--- src/rtl/stop_it_game.sv ---
// "Stop It" game controller: latches an LFSR target, shows it, runs a count and judges the stop press.
// Optional consecutive-win score counter is enabled with the STOP_IT_SCORE_EN macro.
module stop_it_game #(
  parameter int SHOW_CYCLES   = 8,
  parameter int TICK_CYCLES   = 4,
  parameter int RESULT_CYCLES = 16
) (
  input  logic       clk_i,
  input  logic       rst_i,
  input  logic       start_i,
  input  logic       stop_i,
  input  logic [4:0] rand_i,
  output logic       next_o,
  output logic [4:0] target_o,
  output logic [4:0] count_o,
  output logic       busy_o,
  output logic       win_o,
  output logic       lose_o,
  output logic [3:0] score_o
);

  localparam int MAX_A = (SHOW_CYCLES > TICK_CYCLES) ? SHOW_CYCLES : TICK_CYCLES;
  localparam int MAX_C = (MAX_A > RESULT_CYCLES) ? MAX_A : RESULT_CYCLES;
  localparam int TW    = $clog2(MAX_C + 1);

  localparam logic [TW-1:0] SHOW_LAST   = TW'(SHOW_CYCLES - 1);
  localparam logic [TW-1:0] TICK_LAST   = TW'(TICK_CYCLES - 1);
  localparam logic [TW-1:0] RESULT_LAST = TW'(RESULT_CYCLES - 1);

  typedef enum logic [2:0] {IDLE, LOAD, SHOW, COUNT, WIN, LOSE} state_t;

  state_t        state;
  logic [TW-1:0] timer;

  always_ff @(posedge clk_i or posedge rst_i) begin
    if (rst_i) begin
      state    <= IDLE;
      timer    <= '0;
      next_o   <= 1'b0;
      target_o <= '0;
      count_o  <= '0;
      busy_o   <= 1'b0;
      win_o    <= 1'b0;
      lose_o   <= 1'b0;
    end else begin
      next_o <= 1'b0;
      case (state)
        IDLE: begin
          if (start_i) begin
            state  <= LOAD;
            next_o <= 1'b1;
            busy_o <= 1'b1;
          end
        end
        LOAD: begin
          target_o <= rand_i;
          count_o  <= '0;
          timer    <= '0;
          state    <= SHOW;
        end
        SHOW: begin
          if (timer == SHOW_LAST) begin
            timer <= '0;
            state <= COUNT;
          end else begin
            timer <= timer + 1'b1;
          end
        end
        COUNT: begin
          // A stop press wins over a coinciding tick: the pre-tick value is judged and kept.
          if (stop_i) begin
            timer <= '0;
            if (count_o == target_o) begin
              state <= WIN;
              win_o <= 1'b1;
            end else begin
              state  <= LOSE;
              lose_o <= 1'b1;
            end
          end else if (timer == TICK_LAST) begin
            timer   <= '0;
            count_o <= count_o + 5'd1;
          end else begin
            timer <= timer + 1'b1;
          end
        end
        WIN, LOSE: begin
          if (timer == RESULT_LAST) begin
            timer  <= '0;
            state  <= IDLE;
            busy_o <= 1'b0;
            win_o  <= 1'b0;
            lose_o <= 1'b0;
          end else begin
            timer <= timer + 1'b1;
          end
        end
        default: state <= IDLE;
      endcase
    end
  end

`ifdef STOP_IT_SCORE_EN
  logic [3:0] score;

  // Updated on the same edge that enters WIN or LOSE.
  always_ff @(posedge clk_i or posedge rst_i) begin
    if (rst_i) begin
      score <= '0;
    end else if (state == COUNT && stop_i) begin
      if (count_o == target_o) begin
        if (score != 4'd15) score <= score + 4'd1;
      end else begin
        score <= '0;
      end
    end
  end

  assign score_o = score;
`else
  assign score_o = 4'd0;
`endif

endmodule

--- config.mk ---
export PLATFORM = sky130hd
export DESIGN_NAME = stop_it_game
export DESIGN_NICKNAME = d
export VERILOG_FILES = /design/src/rtl/stop_it_game.sv
export SDC_FILE = /design/constraint.sdc
export NUM_CORES = 1
export LEC_CHECK = 0
export CAP_MARGIN = 10
export CORE_MARGIN = 2
export CORE_UTILIZATION = 56
export CTS_BUF_LIST = sky130_fd_sc_hd__clkbuf_2
export CTS_CLUSTER_SIZE = 10
export DETAILED_ROUTE_END_ITERATION = 12
export GPL_TIMING_DRIVEN = 0
export PLACE_DENSITY = 0.87
export SLEW_MARGIN = 20
export SYNTH_ARGS = -nofsm -noshare
export SYNTH_HDL_FRONTEND = slang
export SYNTH_SLANG_ARGS = --single-unit
--- constraint.sdc ---
create_clock -name clk_i -period 3.88 [get_ports clk_i]
set_clock_uncertainty 0.2 [all_clocks]
set_input_delay 0.776 -clock clk_i [delete_from_list [all_inputs] [get_ports clk_i]]
set_output_delay 0.776 -clock clk_i [all_outputs]
set_load 0.02 [all_outputs]
==> results.md <==
- CTS H-tree lvls: 1
- Synth top area share: 0.4387
- Antenna violations before repair: 0
- Max rail drop VDD: 0.4619 mV
- # nets final: 173
- Worst R2R Path Depth: 6
- Initial Util: 0.5784
- Crit Reg-Reg Startpoint: timer[1]$_DFFE_PP0P_
- 1st-iter DRT viols: 35
- Post-synthesis area per instance: 9.580 sq um
- Post-route cell area: 1556 sq um
- Comb power frac: 0.531
- WHS Endpoint: busy_o$_DFFE_PP0P_
- Fin crit period: 2.496 ns
- Met3 WL: 79 um
- Slowest cell on crit path: clkdlybuf4s50_1
- Worst-Skew Late Latency: 0.33 ns
- Core area: 2170 sq um
- I/O Pins: 27
- Post-CTS Setup Bufs: 0
- CTS max path bufs: 2
- Sw frac: 0.4163
- Post-placement cell area: 1511 sq um
- CP delay by family, top: buffers and inverters
- Row count: 17
- Flop-to-flop setup slack: 1.51 ns
- Post-route ant nets: 0
- Num CTS Buffers: 3
- Gr usage total: 0.2291
- CTS Hold Bufs: 0
- Max Slew Vio Count: 0
- Met2 wire len: 1.430 mm
- Synth area leaders: dfrtp_1 44%, mux2_2 6.3%, xnor2_1 4.9%
- Post-Place Cells: 183
- P per Cell Area: 713.5 nW/um^2
- M1 WL: 1.160 mm
- Worst hold slack: 0.3278 ns
- Hpwl dp: 2.010 mm
- Cell variety after synth: 37
- Critical R2R Capture: count_o[4]$_DFFE_PP0P_
- Placer congestion estimate: 0.8686
- Post-Syn Instances: 131
- Pin slew with the least headroom to its limit: 0.8530 ns
- # diodes: 0
- Pin count of the biggest net entering global routing: 23
- Post-synth ARST share: 1.000
- Hold Path Origin: busy_o$_DFFE_PP0P_
- Post-route setup TNS: 0 ns
- Main synth FF type: dfrtp_1
- Max Used Layer: met4
- Routed WL per cell: 14.32 um
- Post-cts gate resize count: 0
- Setup crit end kind: output port
- Kind of critical path: reg -> out
- Port Buf Inserts: 21
- Fraction of layout cells with a size suffix above 1: 0.1195
- RSZ-0062 raised after global routing: false
- Vias in the first global route: 1,081
- Routed WL: 2.678 mm
- DR DRC count: 0
- Finished Layout Cells: 187
- Worst hold path class: reg -> reg
- Outcome: finished clean
- Sequential Power Share: 0.323
- WP data arrival: 1.52 ns
- Psw: 0.4622 mW
- CTS tree: yes
- Area leader, netlist: dfrtp_1
- Flops & latches, synth: 22
- First-pass GRT wire length: 4.595 mm
- Cell Chain, Critical Path: clkdlybuf4s50_1
- Area Overhead vs Synth: 24.03%
- Leakage power total: 0.6488 nW
- Final period utilization: 0.6433
- Post-synth EDFFs: 0
- Grt total ovfl: 0
- Hold Crit Depth: 1
- Crit-path max cell delay: 0.66 ns
- Post-Syn Area: 1255 sq um
- Yosys warns: 0
- Clock transition at path regs: 0.21 ns
- WP data required: 2.90 ns
- Vias: 1,047
- Final Hold Fails: 0
- Worst setup SP type: flop
- Critical Path Start: count_o[0]$_DFFE_PP0P_
- DIE WIDTH: 51.34 um
- Sink Count: 22
- CTS Root Cell: clkbuf_2
- CP max FO: 7
- DR pass1 iterations: 4
- Max-Cap Viols: 0
- Final-report setup violation count: 0
- Vias/cell: 5.599
- Internal: 0.6482 mW
- Slew HR: 0.4307
- Clock power share: 0.145
- Die height: 51.34 um
- Crit path buffers/inverters: 1
- Seq/Total Area, Yosys: 0.4387
- Die area: 2636 sq um
- Max Freq: 0.4007 GHz
-- synth_stat cells, types with 2 or more instances --
cell	n
dfrtp_1	22
o21ai_0	10
nand2_1	9
nand3_1	8
inv_1	7
mux2_2	7
xnor2_1	7
nor2_1	5
buf_4	4
clkbuf_1	4
ha_1	4
nor2b_1	4
nor3_1	4
a21o_1	3
a22o_1	3
nand2b_1	3
a21oi_1	2
a31oi_1	2
buf_1	2
nand4_1	2
o211ai_1	2
or3_1	2
-- placed cells by master (no fill, tap or decap), drive strengths merged, types with 2 or more instances in the layout --
cell           count
or3                2
clkdlybuf4s50     21
nor3               5
o211ai             2
nor2               5
nand4              2
a31oi              2
mux2               7
a22o               3
a21oi              2
xnor2              7
conb               4
clkbuf             7
dfrtp             22
nor2b              4
nand2              9
ha                 4
a21o               3
nand3              8
buf                7
nand2b             3
inv                7
o21ai             11
-- worst max path at each step --
stage | end | depth (start not counted)
2_1_floorplan | count_o[4]$_DFFE_PP0P_ | 6
3_3_place_gp | count_o[4]$_DFFE_PP0P_ | 6
3_5_place_dp | count_o[4]$_DFFE_PP0P_ | 6
4_1_cts | count_o[0] | 1
5_1_grt | count_o[0] | 1
6_report | count_o[0] | 1
-- layer usage --
metal,vias up,GRT usage
met5,-,0
met4,0,0.07456
met3,2,0.03801
met2,27,0.4199
met1,510,0.2707
li1,508,-
-- power by group through the flow --
| stage | Clock, mW | Combinational, mW | Sequential, mW |
|---|---|---|---|
| after floorplan | 0 | 0.373 | 0.399 |
| after global placement | 0 | 0.562 | 0.360 |
| after detailed placement | 0 | 0.580 | 0.364 |
| after CTS | 0.164 | 0.584 | 0.359 |
| after global routing | 0.173 | 0.640 | 0.370 |
| final | 0.161 | 0.590 | 0.359 |
-- registers in the layout, summed over array words and instances (netlist names) --
register  flops
count_o       5
target_o      5
state         3
timer         5
busy_o        1
next_o        1
win_o         1
lose_o        1
-- per-stage QoR --
stage / worst slack (ns) / power (mW) / util
4_1_cts: 1.352 / 1.107 / 0.7174
6_report: 1.384 / 1.111 / 0.7174
2_1_floorplan: 1.728 / 0.7715 / -
3_5_place_dp: 1.556 / 0.9446 / 0.6967
5_1_grt: 1.289 / 1.183 / 0.7174
3_3_place_gp: 1.571 / 0.9210 / 0.6967
-- cells by family (layout without fill, tap and decap cells) --
| kind of cell | count (synthesis) | count (layout) | share of synthesized area |
|---|---|---|---|
| and+or+nand+nor | 42 | 42 | 0.1745 |
| AOI/OAI and AO/OA | 30 | 30 | 0.1655 |
| DFF | 22 | 22 | 0.4387 |
| buffers and inverters | 18 | 43 | 0.06680 |
| xor gates and xnor gates | 7 | 7 | 0.04885 |
| muxes | 7 | 7 | 0.06282 |
| adders and majority gates | 4 | 4 | 0.03988 |
| other | 1 | 4 | 0.002988 |
-- layout make-up --
type | count | area [sq um]
buffer | 11 | 57.56
timing repair buffer | 21 | 210.2
clock buffer | 3 | 15.01
tap | 28 | 35.03
fill | 173 | 613.1
inverter | 7 | 26.28
sequential | 22 | 550.5
clock inverter | 1 | 30.03
multi-input combinational | 94 | 631.9
-- worst register-to-register path, delay by kind of cell, from the launching register on --
family / cells / cell delay [ns]
and+or+nand+nor: 2 / 0.59
DFF: 1 / 0.44
muxes: 1 / 0.36
AOI/OAI and AO/OA: 1 / 0.28
adders and majority gates: 1 / 0.26
buffers and inverters: 1 / 0.17
(Power assumes the default switching activity.)
